**config.mk**
```make
export PLATFORM = sky130hd
export DESIGN_NAME = pipe_ctrl
export DESIGN_NICKNAME = d
export VERILOG_FILES = /design/src/rtl/pipe_ctrl.sv
export SDC_FILE = /design/constraint.sdc
export NUM_CORES = 1
export LEC_CHECK = 0
export ABC_AREA = 0
export BUFFER_PORTS_ARGS = -buffer_cell sky130_fd_sc_hd__buf_2
export CELL_PAD_IN_SITES_DETAIL_PLACEMENT = 1
export CELL_PAD_IN_SITES_GLOBAL_PLACEMENT = 2
export CORE_MARGIN = 3
export CORE_UTILIZATION = 22
export DETAILED_ROUTE_END_ITERATION = 10
export MAX_ROUTING_LAYER = met4
export PLACE_DENSITY_LB_ADDON = 0.1
export SYNTH_ARGS = -nofsm -noshare
export SYNTH_HDL_FRONTEND = slang
export SYNTH_SLANG_ARGS = --single-unit
```
**constraint.sdc**
```tcl
create_clock -name clk -period 1.3 [get_ports clk]
set_input_delay 0.065 -clock clk [delete_from_list [all_inputs] [get_ports clk]]
set_output_delay 0.065 -clock clk [all_outputs]
set_load 0.02 [all_outputs]
```
**src/rtl/pipe_ctrl.sv**
```systemverilog
// +----------------------------------------------------------------------------+
// | Module      : pipe_ctrl                                                    |
// | Description : 5-stage pipeline sequencer: hold/bubble controls, load-use,  |
// |               multi-cycle EX wait with timeout, deferred branch redirect.  |
// | Revision    : 1.0 - initial release                                        |
// +----------------------------------------------------------------------------+
`default_nettype none

module pipe_ctrl #(
  parameter int ADDR_W     = 32,
  parameter int MC_TIMEOUT = 64
) (
  input  logic              clk,
  input  logic              rst,
  input  logic              id_ld_use_i,
  input  logic              ex_mc_start_i,
  input  logic              ex_mc_done_i,
  input  logic              ex_branch_i,
  input  logic [ADDR_W-1:0] ex_branch_addr_i,
  input  logic              mem_stall_i,
  output logic [4:0]        stall_o,
  output logic              flush_ifid_o,
  output logic              flush_idex_o,
  output logic              flush_exmem_o,
  output logic              new_pc_valid_o,
  output logic [ADDR_W-1:0] new_pc_o,
  output logic              mc_timeout_o,
  output logic [1:0]        state_o
);

  localparam int CNT_W = $clog2(MC_TIMEOUT);

  localparam logic [CNT_W-1:0] c_cnt_last  = CNT_W'(MC_TIMEOUT - 1);
  localparam logic [4:0]       c_hold_mem  = 5'b01111;
  localparam logic [4:0]       c_hold_ex   = 5'b00111;
  localparam logic [4:0]       c_hold_id   = 5'b00011;

  typedef enum logic [1:0] {
    ST_RUN    = 2'd0,
    ST_LDUSE  = 2'd1,
    ST_MCWAIT = 2'd2
  } state_t;

  state_t            r_state,  w_state_nxt;
  logic [CNT_W-1:0]  r_mc_cnt, w_mc_cnt_nxt;
  logic              r_br_pend, w_br_pend_nxt;
  logic [ADDR_W-1:0] r_br_addr, w_br_addr_nxt;
  logic              r_mc_timeout, w_mc_timeout_nxt;

  logic [4:0]        w_stall;
  logic              w_flush_ifid;
  logic              w_flush_idex;
  logic              w_flush_exmem;
  logic              w_pc_valid;
  logic [ADDR_W-1:0] w_new_pc;

  always_ff @(posedge clk) begin
    if (rst) begin
      r_state      <= ST_RUN;
      r_mc_cnt     <= '0;
      r_br_pend    <= 1'b0;
      r_br_addr    <= '0;
      r_mc_timeout <= 1'b0;
    end else begin
      r_state      <= w_state_nxt;
      r_mc_cnt     <= w_mc_cnt_nxt;
      r_br_pend    <= w_br_pend_nxt;
      r_br_addr    <= w_br_addr_nxt;
      r_mc_timeout <= w_mc_timeout_nxt;
    end
  end

  always_comb begin
    w_state_nxt      = r_state;
    w_mc_cnt_nxt     = r_mc_cnt;
    w_br_pend_nxt    = r_br_pend;
    w_br_addr_nxt    = r_br_addr;
    w_mc_timeout_nxt = r_mc_timeout;
    w_stall          = '0;
    w_flush_ifid     = 1'b0;
    w_flush_idex     = 1'b0;
    w_flush_exmem    = 1'b0;
    w_pc_valid       = 1'b0;
    w_new_pc         = '0;

    if (mem_stall_i) begin
      // A branch resolved while memory waits is remembered and replayed later.
      w_stall = c_hold_mem;
      if (ex_branch_i) begin
        w_br_pend_nxt = 1'b1;
        w_br_addr_nxt = ex_branch_addr_i;
      end
    end else if (r_state == ST_MCWAIT) begin
      if (ex_mc_done_i) begin
        w_state_nxt = ST_RUN;
      end else begin
        w_stall       = c_hold_ex;
        w_flush_exmem = 1'b1;
        w_mc_cnt_nxt  = r_mc_cnt + CNT_W'(1);
        if (r_mc_cnt == c_cnt_last) begin
          w_mc_timeout_nxt = 1'b1;
          w_state_nxt      = ST_RUN;
        end
      end
    end else if (ex_mc_start_i) begin
      w_stall       = c_hold_ex;
      w_flush_exmem = 1'b1;
      w_mc_cnt_nxt  = '0;
      w_state_nxt   = ST_MCWAIT;
    end else if (ex_branch_i || r_br_pend) begin
      w_pc_valid    = 1'b1;
      w_flush_ifid  = 1'b1;
      w_flush_idex  = 1'b1;
      w_new_pc      = r_br_pend ? r_br_addr : ex_branch_addr_i;
      w_br_pend_nxt = 1'b0;
      w_state_nxt   = ST_RUN;
    end else if (id_ld_use_i && (r_state == ST_RUN)) begin
      w_stall      = c_hold_id;
      w_flush_idex = 1'b1;
      w_state_nxt  = ST_LDUSE;
    end else begin
      w_state_nxt = ST_RUN;
    end
  end

  assign stall_o        = rst ? 5'b00000 : w_stall;
  assign flush_ifid_o   = ~rst & w_flush_ifid;
  assign flush_idex_o   = ~rst & w_flush_idex;
  assign flush_exmem_o  = ~rst & w_flush_exmem;
  assign new_pc_valid_o = ~rst & w_pc_valid;
  assign new_pc_o       = rst ? '0 : w_new_pc;
  assign mc_timeout_o   = r_mc_timeout;
  assign state_o        = r_state;

endmodule

`default_nettype wire

```
-- Word level (Yosys, flattened, before mapping)
Index checks and enable logic that the tools add are counted.
- register bits after elaboration: 42
- bits of input ports: 39
- output and inout port bits: 44
- $add $sub $neg: 1
- eq/ne operators: 7
- multiplexer cells: 40
- bitwise gates (word level): 6
- reductions and logical operators: 10
- operators by type and width (kind ; number):
    $mux W32 ; 6
    $mux W1 ; 20
    $mux W6 ; 3
    $mux W5 ; 3
    $mux W2 ; 6
    $reduce_and A4 Y1 ; 2
    $add A6 B1 Y6 const B ; 1
    $eq A6 B6 Y1 const B ; 1
    $mux W3 ; 2
    $ne A2 B2 Y1 const B ; 3
    $reduce_and A2 Y1 ; 2
    $reduce_bool A2 Y1 ; 2
    $and A1 B1 Y1 ; 3
    $ne A3 B2 Y1 const B ; 1
    $not A1 Y1 ; 3
    $reduce_and A3 Y1 ; 1
    $eq A2 B2 Y1 const B ; 1
    $logic_not A2 Y1 ; 1
    $ne A2 B1 Y1 const B ; 1
    $logic_and A1 B1 Y1 ; 1
    $logic_or A1 B1 Y1 ; 1

-- Depth between registers and ports, before layout
- depth after elaboration: 8
- depth in mapped cells: 6
- depth with buffers taken out: 5

-- Worst setup path before layout
No wires, ideal clock.
- kind: reg2out
- from: reg r_state[0] (netlist: state_o[0])
- to: out stall_o[1]
- arrival time: 1.843 ns
- data required time: 1.235 ns
- path slack: -0.608 ns
- stages on the path, launching flop included: 5
- buffers on the path: 1
- cell sequence: dfxtp_1 or3b_2 or3_1 a21oi_1 buf_4
- word-level cells in the longest chain between the ends: 8
- elaborated cells between the ends (all ways): 9
- ends and longest elaborated chain (item ; RTL line ; RTL):
    from (decl) ; 44 ; state_t r_state, w_state_nxt;
    from (signal assigned) ; 65 ; r_state <= w_state_nxt;
    $logic_not A2 Y1 ; 117 ; end else if (id_ld_use_i && (r_state == ST_RUN)) begin
    $logic_and A1 B1 Y1 ; 117 ;
    $mux W2 ; 117 ;
    $mux W2 ; 110 ; end else if (ex_branch_i || r_br_pend) begin
    $mux W3 ; 105 ; end else if (ex_mc_start_i) begin
    $mux W5 * ; 93 ; end else if (r_state == ST_MCWAIT) begin
    $mux W5 * ; 86 ; if (mem_stall_i) begin
    $mux W5 * ; 126 ; assign stall_o = rst ? 5'b00000 : w_stall;
    to (decl) ; 21 ; output logic [4:0] stall_o,
Every way passes the cells marked *; elsewhere a longest branch is shown, timed or not.

-- Worst setup path after layout
- from: reg r_state[1] (netlist: state_o[1])
- to: out new_pc_o[2]
- word-level cells in the longest chain between the ends: 4
- ends and longest elaborated chain (item ; RTL line ; RTL):
    $eq A2 B2 Y1 ; 93 ;
    $mux W32 ; 93 ;
    $mux W32 ; 86 ;
    $mux W32 ; 131 ; assign new_pc_o = rst ? '0 : w_new_pc;
    to (decl) ; 26 ; output logic [ADDR_W-1:0] new_pc_o,
No other way between the ends.

==> results.json <==
{
  "placementRows": 36,
  "yosys_warnings": 0,
  "syn-cell-area_um2": 2280,
  "wl_per_cell_um": 14.2,
  "ys.flop_type": "dfxtp_1",
  "max_freq_mhz": 552,
  "relSlewSlack": 0.641,
  "vias_per_cell": 4.46,
  "ys_seq_area_frac": 0.369,
  "power.density_nw_per_um2": 806,
  "cts_root_buffer": "clkbuf_8",
  "ios": 83,
  "n_antenna_cell": 0,
  "synth_edf_count": 0,
  "cts_tree": "done",
  "crit_fanout": 15,
  "syn-instance-count": 357,
  "drv_cap": 0,
  "critPathMaxStageDelay_ns": 0.40,
  "drc": 0,
  "clock_path_buffers": 2,
  "total_power_mw": 3.15,
  "gr-total-overflow": 0,
  "synth_cell_types": 35,
  "status": "finished with violations",
  "die_area_um2": 11600,
  "finalCritPeriodShare": 1.39,
  "clock_sinks": 42,
  "maxSlewViolCount": 0,
  "worstMarginPinSlew_ns": 0.539,
  "fin_crit_ns": 1.81,
  "setup_violations": 44,
  "fillCellCount": 1243,
  "start_util": 0.230,
  "grt_pass1_vias": 2770,
  "critPathBufInv": 2,
  "vias": 2673,
  "die_h_um": 108,
  "antenna_found_initial": 0,
  "hp-class": "in -> reg",
  "crit_family": "simple AND/OR/NAND/NOR gates",
  "gp_congestion": 0.735,
  "syn_nets": 397,
  "finalInstanceArea_um2": 3900,
  "cp.arrival_ns": 1.75,
  "area_growth_syn_to_layout_pct": 71.1,
  "antenna_left": 0,
  "drive_gt1_frac": 0.395,
  "drt-initial-drc-count": 67,
  "fin_worst_skew_ns": 0.00111,
  "path_cells": "or2b_2, nand2b_4, or3_4, buf_12, nor2_2, buf_6",
  "start_kind": "flip-flop",
  "ys_async_sr_fraction": 0,
  "grt_max_degree": 45,
  "wirelength_mm": 8.48,
  "syn_avg_cell_area_um2": 6.39,
  "crit_required_ns": 1.24,
  "hold_slack_ns": 0.0123,
  "path_class": "reg -> out",
  "clock_latency_ns": 0.30,
  "die_x_um": 108,
  "dpl.hpwl_mm": 5.73,
  "clkTransAtPathRegs_ns": 0.09,
  "htree_levels": 2,
  "io_buffers": 81,
  "leakage_nw": 1.57,
  "drt_first_pass_iters": 4,
  "cp_slowest_cell": "or3_4",
  "numCtsBuffers": 5,
  "max-vdd-ir-drop_mv": 0.476,
  "grt_pass1_wl_mm": 13.8,
  "core_area_um2": 9910,
  "synth-seq-cells": 42,
  "endpoint_kind": "output pin",
  "fin_ws_ns": -0.512,
  "violations": "setup timing",
  "fin_nets": 505,
  "post_dp_cell_area_um2": 3230,
  "final_hold_viol_count": 0,
  "rsz0062_at_grt": "true",
  "gr-usage-all-layers": 0.153
}
## cells in the mapped netlist (2+ instances only)
cell type | n | area [µm²]
clkbuf_1 | 16 | 60.1
buf_1 | 3 | 11.3
xor2_1 | 2 | 17.5
nand3b_1 | 2 | 15.0
nor2_2 | 2 | 12.5
dfxtp_1 | 42 | 841
buf_2 | 5 | 25.0
a21oi_1 | 73 | 365
nand2_1 | 100 | 375
o22ai_1 | 2 | 12.5
buf_6 | 4 | 45.0
or3_1 | 4 | 25.0
o21ai_0 | 4 | 20.0
nor2_1 | 73 | 274
o2111ai_1 | 2 | 17.5
buf_4 | 3 | 22.5
nand2b_1 | 2 | 12.5
## kinds of logic after synthesis
group           after synthesis  synth area share
buf+inv                      32            0.0735
simple gates                194             0.346
compound gates               84             0.193
xor+xnor                      2           0.00769
mux                           1           0.00439
other cells                   1           0.00164
flops                        42             0.369
fa+ha+maj                     1           0.00549
## metal layers
metal	vias up	share of wire	routed length (µm)	track usage
li1	1376	-	-	-
met1	1243	0.46	3900	0.194
met2	49	0.50	4280	0.258
met3	5	0.027	231	0.0234
met4	0	0.0087	74	0.0325
met5	-	0	0	-
## layout make-up
| type | instances | area (µm²) | share of cell area |
|---|---|---|---|
| timing repair buffer | 132 | 1150 | 0.296 |
| sequential | 42 | 848 | 0.218 |
| clock buffer | 6 | 93.8 | 0.0241 |
| clock inverter | 2 | 10.0 | 0.00257 |
| tap | 133 | 166 | 0.0427 |
| multi-input combinational | 283 | 1620 | 0.416 |
| inverter | 1 | 3.75 | 0.000962 |
## worst paths after layout
path / from / end / slack (ns) / depth (start not counted)
setup / recovery: state_o[1] / new_pc_o[2] / -0.51 / 6
hold / removal: ex_branch_addr_i[28] / r_br_addr[28] / 0.01 / 3
setup reg to reg: state_o[0] / r_mc_cnt[5] / -0.27 / 7
hold reg to reg: r_br_addr[11] / r_br_addr[11] / 0.46 / 2
## what timing repair did
| item | CTS | global route |
|---|---|---|
| hold buffers | 11 | 2 |
| setup endpoints to repair | 44 | 46 |
| gates resized for setup | 89 | 16 |
| endpoints found under the hold margin | 11 | 2 |
| pin swaps | 3 | 9 |
| setup buffers | 4 | 5 |
| gates cloned | 0 | 1 |
## registers in the layout, summed over array words and instances, names as in the netlist
register / count
state_o: 2
r_br_pend: 1
r_mc_cnt: 6
mc_timeout_o: 1
r_br_addr: 32
## power by group
group          leakage (nW)  internal, mW  switching, mW
clock                0.0561         0.489          0.495
combinational          1.17         0.347          0.449
sequential            0.345          1.34         0.0298
## stage by stage
step	worst slack, ns	setup TNS (ns)	utilization	instances
3_5_place_dp	-0.199	-5.79	0.326	570
5_1_grt	-0.576	-22.02	0.394	599
2_1_floorplan	-0.233	-5.70	-	357
6_report	-0.512	-18.70	0.394	599
3_3_place_gp	-0.149	-4.62	0.326	570
4_1_cts	-0.521	-17.98	0.382	593
## cells in the final DEF (no fill, tap or decap), drive strengths merged, types with 2 or more instances in the layout
master,Yosys,final
a21oi,73,73
buf,15,118
clkbuf,16,7
clkinv,0,2
dfxtp,42,42
dlygate4sd3,0,13
nand2,100,100
nand2b,2,2
nand3b,2,2
nor2,75,75
o2111ai,2,2
o21ai,4,4
o22ai,2,2
or3,4,4
xor2,2,2
## worst min-delay path, cell delays in order
cell and delay [ns]:
buf_2 0.10, nand2_1 0.05, a21oi_1 0.05
(Power assumes the default switching activity.)
